==> src/rtl/frankie_mem_pkg.sv <==
// Shared definitions for the Frankie memory port: read-owner encoding and default widths.
package frankie_mem_pkg;

    localparam int DEF_AW           = 16;
    localparam int DEF_DW           = 16;
    localparam int DEF_STARVE_LIMIT = 4;

    typedef enum logic [1:0] {
        OWN_NONE = 2'd0,
        OWN_CPU  = 2'd1,
        OWN_DMA  = 2'd2
    } rd_owner_e;

endpackage

==> src/rtl/mem_port_arbiter_starve_counter.sv <==
// Saturating 4-bit counter of contested cycles the CPU has won; flags when DMA must be forced.
module starve_counter #(
    parameter int LIMIT = 4
) (
    input  logic clock,
    input  logic reset,
    input  logic clear,
    input  logic inc,
    output logic at_limit
);

    localparam logic [3:0] LIMIT_V = 4'(LIMIT);

    logic [3:0] count;

    always_ff @(posedge clock) begin
        if (reset || clear) begin
            count <= 4'd0;
        end else if (inc && (count != LIMIT_V)) begin
            count <= count + 4'd1;
        end
    end

    assign at_limit = (count == LIMIT_V);

endmodule

==> src/rtl/mem_port_arbiter.sv <==
// Two-requester memory port arbiter: fixed CPU priority with a DMA starvation override.
// Optional contention/forced-grant counters are built when MEM_ARB_PERF_CNT_EN is defined.
module mem_port_arbiter
    import frankie_mem_pkg::*;
#(
    parameter int STARVE_LIMIT = DEF_STARVE_LIMIT,
    parameter int AW           = DEF_AW,
    parameter int DW           = DEF_DW
) (
    input  logic          clock,
    input  logic          reset,
    input  logic          in_kernel,
    input  logic          cpu_req,
    input  logic          cpu_we,
    input  logic [AW-1:0] cpu_addr,
    input  logic [DW-1:0] cpu_wdata,
    output logic          cpu_gnt,
    output logic          cpu_stall,
    output logic          cpu_rvalid,
    output logic [DW-1:0] cpu_rdata,
    input  logic          dma_req,
    input  logic          dma_we,
    input  logic [AW-1:0] dma_addr,
    input  logic [DW-1:0] dma_wdata,
    output logic          dma_gnt,
    output logic          dma_rvalid,
    output logic [DW-1:0] dma_rdata,
    output logic [AW-1:0] mem_addr,
    output logic [DW-1:0] mem_wdata,
    output logic          mem_we,
    input  logic [DW-1:0] mem_rdata
`ifdef MEM_ARB_PERF_CNT_EN
    ,
    output logic [15:0]   perf_contend,
    output logic [15:0]   perf_forced
`endif
);

    logic      contested;
    logic      force_dma;
    logic      starve_at_limit;
    rd_owner_e rd_owner;
    rd_owner_e rd_owner_nxt;
    logic [DW-1:0] cpu_rdata_q;
    logic [DW-1:0] dma_rdata_q;

    assign contested = cpu_req & dma_req;
    assign force_dma = contested & ~in_kernel & starve_at_limit;
    assign dma_gnt   = ~reset & dma_req & (~cpu_req | force_dma);
    assign cpu_gnt   = ~reset & cpu_req & ~force_dma;
    assign cpu_stall = cpu_req & ~cpu_gnt;

    starve_counter #(
        .LIMIT (STARVE_LIMIT)
    ) u_starve (
        .clock    (clock),
        .reset    (reset),
        .clear    (dma_gnt | ~dma_req | in_kernel),
        .inc      (contested & cpu_gnt),
        .at_limit (starve_at_limit)
    );

    // CPU values sit on the bus when idle; mem_we only ever follows a grant.
    always_comb begin
        mem_addr  = cpu_addr;
        mem_wdata = cpu_wdata;
        mem_we    = cpu_we & cpu_gnt;
        if (dma_gnt) begin
            mem_addr  = dma_addr;
            mem_wdata = dma_wdata;
            mem_we    = dma_we;
        end
    end

    always_comb begin
        rd_owner_nxt = OWN_NONE;
        if (cpu_gnt && !cpu_we) begin
            rd_owner_nxt = OWN_CPU;
        end else if (dma_gnt && !dma_we) begin
            rd_owner_nxt = OWN_DMA;
        end
    end

    always_ff @(posedge clock) begin
        if (reset) begin
            rd_owner <= OWN_NONE;
        end else begin
            rd_owner <= rd_owner_nxt;
        end
    end

    // Gating with reset drops a read return that lands in a reset cycle.
    assign cpu_rvalid = ~reset & (rd_owner == OWN_CPU);
    assign dma_rvalid = ~reset & (rd_owner == OWN_DMA);
    assign cpu_rdata  = cpu_rvalid ? mem_rdata : cpu_rdata_q;
    assign dma_rdata  = dma_rvalid ? mem_rdata : dma_rdata_q;

    always_ff @(posedge clock) begin
        if (reset) begin
            cpu_rdata_q <= '0;
            dma_rdata_q <= '0;
        end else begin
            if (cpu_rvalid) cpu_rdata_q <= mem_rdata;
            if (dma_rvalid) dma_rdata_q <= mem_rdata;
        end
    end

`ifdef MEM_ARB_PERF_CNT_EN
    always_ff @(posedge clock) begin
        if (reset) begin
            perf_contend <= 16'd0;
            perf_forced  <= 16'd0;
        end else begin
            if (contested) perf_contend <= perf_contend + 16'd1;
            if (force_dma && dma_gnt) perf_forced <= perf_forced + 16'd1;
        end
    end
`endif

endmodule

==> config.mk <==
export PLATFORM = sky130hd
export DESIGN_NAME = mem_port_arbiter
export DESIGN_NICKNAME = d
export VERILOG_FILES = /design/src/rtl/frankie_mem_pkg.sv /design/src/rtl/mem_port_arbiter_starve_counter.sv /design/src/rtl/mem_port_arbiter.sv
export SDC_FILE = /design/constraint.sdc
export NUM_CORES = 1
export LEC_CHECK = 0
export ABC_AREA = 1
export BUFFER_PORTS_ARGS = -buffer_cell sky130_fd_sc_hd__buf_2
export CELL_PAD_IN_SITES_DETAIL_PLACEMENT = 1
export CELL_PAD_IN_SITES_GLOBAL_PLACEMENT = 1
export CORE_ASPECT_RATIO = 0.7
export CORE_UTILIZATION = 28
export CTS_CLUSTER_DIAMETER = 80
export CTS_CLUSTER_SIZE = 16
export DETAILED_ROUTE_END_ITERATION = 6
export GPL_ROUTABILITY_DRIVEN = 0
export PLACE_DENSITY_LB_ADDON = 0.25
export SLEW_MARGIN = 20
export SYNTH_ARGS = -nofsm -noshare
export SYNTH_HDL_FRONTEND = slang
export SYNTH_HIERARCHICAL = 1
export SYNTH_SLANG_ARGS = --single-unit
==> constraint.sdc <==
create_clock -name clock -period 4.7 [get_ports clock]
set_clock_uncertainty 0.05 [all_clocks]
set_input_delay 0.47 -clock clock [delete_from_list [all_inputs] [get_ports clock]]
set_output_delay 0.47 -clock clock [all_outputs]
set_load 0.01 [all_outputs]
# ---- After elaboration in Yosys (flattened, before gate mapping)
# Index checks and enable logic that the tools add are counted.
dict set report word_totals {
  register_bits 38
  inputBits 87
  wordCells 45
}
dict set report op_classes {
  addsub 1
  eq_ne 4
  mux 7
  bitwise_logic 21
  reduce_logical 7
}
# operator count
set op_table {}
lappend op_table {{$mux W16} 4}
lappend op_table {{$and A1 B1 Y1} 12}
lappend op_table {{$not A1 Y1} 6}
lappend op_table {{$add A4 B1 Y4 const B} 1}
lappend op_table {{$eq A4 B3 Y1 const B} 1}
lappend op_table {{$ne A4 B3 Y1 const B} 1}
lappend op_table {{$logic_and A1 B1 Y1} 3}
lappend op_table {{$or A1 B1 Y1} 3}
lappend op_table {{$eq A2 B1 Y1 const B} 1}
lappend op_table {{$eq A2 B2 Y1 const B} 1}
lappend op_table {{$logic_not A1 Y1} 2}
lappend op_table {{$mux W1} 2}
lappend op_table {{$mux W2} 1}
lappend op_table {{$reduce_or A2 Y1} 1}
lappend op_table {{$logic_or A1 B1 Y1} 1}

# ---- Depth between registers and ports, before layout
dict set report depth {
  ltp_word 8
  depth_mapped 14
}

# ---- By module
# The synthesis kept the hierarchy.
# module n_inst cells_each area_per_inst_um2 seq_area_each_um2
set by_module_without_submodules {}
lappend by_module_without_submodules {mem_port_arbiter 1 337 1984.4 680.7}
lappend by_module_without_submodules {starve_counter 1 36 242.7 80.1}

# ---- Worst setup path before layout
# OpenSTA, ideal clock, no wires.
dict set report synth_timing {
  path_type {register -> output}
  start {register u_starve.count[0]}
  end {output port mem_addr[10]}
  arrival_time_ns 1.357
  t_required_ns 4.180
  slack_ns 2.823
  stages_incl_launch_ff 13
  cell_sequence {dfxtp_1 -> inv_1 -> ha_1 -> nand3_2 -> inv_1 -> nand2_1 -> inv_1 -> nand2_2 -> nand2_4 -> nand2_4 -> buf_6 -> nand2_1 -> nand2_1}
}
dict set report synth_between {
  elab_chain_len 5
}
# element line_no
set synth_rtl {}
lappend synth_rtl {{start: declaration} mem_port_arbiter_starve_counter.sv:14} ;# logic [3:0] count;
lappend synth_rtl {{start signal: assignment} mem_port_arbiter_starve_counter.sv:20} ;# count <= count + 4'd1;
lappend synth_rtl {{$eq A4 B3 Y1} mem_port_arbiter_starve_counter.sv:24} ;# assign at_limit = (count == LIMIT_V);
lappend synth_rtl {{named net starve_at_limit} mem_port_arbiter.sv:41} ;# logic starve_at_limit;
lappend synth_rtl {{$and A1 B1 Y1} mem_port_arbiter.sv:48} ;# assign force_dma = contested & ~in_kernel & starve_at_limit;
lappend synth_rtl {{$or A1 B1 Y1} mem_port_arbiter.sv:49} ;# assign dma_gnt = ~reset & dma_req & (~cpu_req | force_dma);
lappend synth_rtl {{$and A1 B1 Y1} mem_port_arbiter.sv:49}
lappend synth_rtl {{$mux W16} mem_port_arbiter.sv:68} ;# if (dma_gnt) begin
lappend synth_rtl {{end: declaration} mem_port_arbiter.sv:28} ;# output logic [AW-1:0] mem_addr,
# The timed path passes the listed nets, and every way through them passes these cells.

# ---- Final worst setup path
dict set report layout_timing {
  start {input port reset}
  end {output port mem_wdata[5]}
}
dict set report layout_between {
  elab_chain_len 4
}
# element line_no
set layout_rtl {}
lappend layout_rtl {{start: declaration} mem_port_arbiter.sv:11} ;# input logic reset,
lappend layout_rtl {{$not A1 Y1} mem_port_arbiter.sv:49}
lappend layout_rtl {{$and A1 B1 Y1 (2 in series)} mem_port_arbiter.sv:49}
lappend layout_rtl {{$mux W16} mem_port_arbiter.sv:68}
lappend layout_rtl {{end: declaration} mem_port_arbiter.sv:29} ;# output logic [DW-1:0] mem_wdata,
# No other way between the ends.

==> flow_summary.toml <==
[setup_path]
end_kind = "output port"
crit_path_start_kind = "input pin"
worstPathRequired_ps = 4180
crit_arrival_ps = 2330
crit_type = "in -> out"
cp_max_fo = 35

[final_layout]
fill_cells = 1082
num_antenna_cells = 0
layout-drive-gt1-share_pct = 34.0
area_growth_pct = 42.2
final_nets = 606

[logic_synthesis]
synth_edf_count = 0
synth_area_leaders = "dfxtp_1 (34%), nand2_1 (18%), inv_1 (14%)"
synthesis.instances = 373
yosys.area.top_type = "dfxtp_1"
ys_types = 21
ys_top_cells_by_count = "nand2_1 (108), inv_1 (81), nor2_1 (42)"
ys_seq_area_share_pct = 34.2
netlist_area_um2 = 2230
synth_xor_area_share_pct = 0
yosysMostFrequentCell = "nand2_1"
ys.flop_type = "dfxtp_1"
synth_simple_gate_area_share_pct = 37.5
syn-num-nets = 462
ys_async_sr_fraction_pct = 0
synth_top_family_by_area = "simple AND/OR/NAND/NOR gates"
synth_fa_ha_area_share_pct = 1.12
muxShareOfSynthArea_pct = 0
syn_avg_cell_area_um2 = 5.97
ys_warn_count = 6
ys_ff_latch = 38
synth_top_area_share_pct = 34.2
synth-compound-area-share_pct = 8.15

[clocking]
cts_tree = "yes"
cts.sinks = 38
clkLatencyLatePin_ps = 270
h-tree-depth = 2
path_clk_slew_ps = 50
cts_buffer_depth = 2
cts_hold_buffers = 0
postCtsSetupBuffers = 0
cts_root_buffer = "clkbuf_16"
numCtsBuffers = 5
post_cts_resized = 0

[timing]
finalCritPeriodShare_pct = 60.7
slew_violations = 0
max_slew_margin_pct = 46.1
max_freq_ghz = 0.351
worst_pin_slew_ps = 807
rsz0062_at_grt = "false"
setup_viol_count_final = 0
hold_viol_final = 0
fin_tns_setup_ps = 0
fin_ws_ps = 1850
layout_min_cycle_time_ps = 2850

[drt]
drt-initial-drc-count = 107
route.top_layer_used = "met4"
ant_nets = 0
wl_met1_um = 3040
wire_per_inst_um = 11.7
wl_met3_um = 518
num_vias = 2686
viasPerCell = 4.36
drt_wl_total_um = 7220
drc = 0
wl_met2_um = 3590
dr.pass1.iters = 6

[pwr]
ir_worst_vdd_v = 0.000128
powerDensity_nw_per_um2 = 264
finalPower_uw = 835
p_leak_uw = 0.00215

[floorplan]
initial_core_util_pct = 29.8
ioPinCount = 157
die_y_um = 76.6
core-area_um2 = 7480
die_x_um = 109
fp-row-count = 26
die_area_um2 = 8320

[grt]
grt_util_all_layers_pct = 17.9
grt_pass1_wl_um = 11900
antenna_found_initial = 0
grt_pass1_vias = 2613
grt_max_degree = 36
grt.overflow.total = 0

[outcome]
status = "complete, no violations"

[hold_path]
min_path_type = "in -> reg"

[placed_design]
dp_hpwl_um = 5570
port_buffers = 156
place_ws_ps = 1720

[run]
max_cap_viol_count = 0
[kinds of logic after synthesis]
kind of cell,after synthesis
compound gates,35
fa+ha+maj,2
buf+inv,101
flops,38
simple gates,197
[routing by layer]
metal	track usage, %	vias to the layer above
li1	-	1393
met1	20.8	1196
met2	31.8	91
met3	5.22	6
met4	4.05	0
met5	0	-
[flip-flops by register name, summed over array words and instances, names as in the netlist]
signal          count
cpu_rdata_q        16
dma_rdata_q        16
rd_owner            2
u_starve/count      4
[final timing paths]
| kind | slack, ps | cells past startpoint | start | endpoint |
|---|---|---|---|---|
| worst max-delay path | 1850 | 6 | reset | mem_wdata[5] |
| worst min-delay path | 320 | 2 | cpu_we | rd_owner[0]$_SDFF_PP0_ |
| worst max register to register | 2350 | 13 | u_starve/count[0]$_SDFFE_PP0P_ | u_starve/count[0]$_SDFFE_PP0P_ |
| worst min register to register | 470 | 2 | u_starve/count[0]$_SDFFE_PP0P_ | u_starve/count[0]$_SDFFE_PP0P_ |
[area by class of cell]
class	count	area (um^2)	share of cell area (%)
multi-input cells	234	1040	33.0
repair buffers	156	781	24.7
flip-flops and latches	38	761	24.0
inverters	82	308	9.72
clock buffers	6	139	4.39
well taps	98	123	3.87
clock inverters	2	12.5	0.395
[worst max-delay path: stages]
cell and delay [ps]:
buf_2 320, nor2_4 730, nand2_4 390, nand2_1 190, nand2_1 70, buf_2 140
[stage by stage]
| step | std cells | area, um^2 | utilization [%] | hold WS (ps) |
|---|---|---|---|---|
| final | 616 | 3170 | 42.3 | 318 |
| after global placement | 608 | 3010 | 40.3 | 446 |
| after detailed placement | 608 | 3010 | 40.3 | 457 |
| after floorplan | 373 | 2230 | - | 432 |
| after CTS | 616 | 3160 | 42.3 | 314 |
| after global routing | 616 | 3170 | 42.3 | 321 |
[layout by cell type, fill, tap and decap left out]
cell type,instances
buf_2,156
nand2_1,107
inv_1,81
nor2_1,42
dfxtp_1,38
nand3_1,36
o21ai_0,20
o21ai_1,14
clkbuf_16,5
nand2_2,3
nand2_4,2
nand3_2,2
nand4_1,2
nor2_2,2
ha_1,2
nor2_4,1
inv_2,1
clkinvlp_4,1
clkinv_2,1
clkbuf_8,1
a21boi_2,1
[power breakdown]
part	internal [uW]	total (uW)	leakage, uW	switching, uW
Clock	210	335	0.0000729	125
Combinational	70.6	168	0.00177	96.9
Sequential	331	333	0.000308	2.25
Total	611	835	0.00215	224
(Power assumes the default switching activity.)
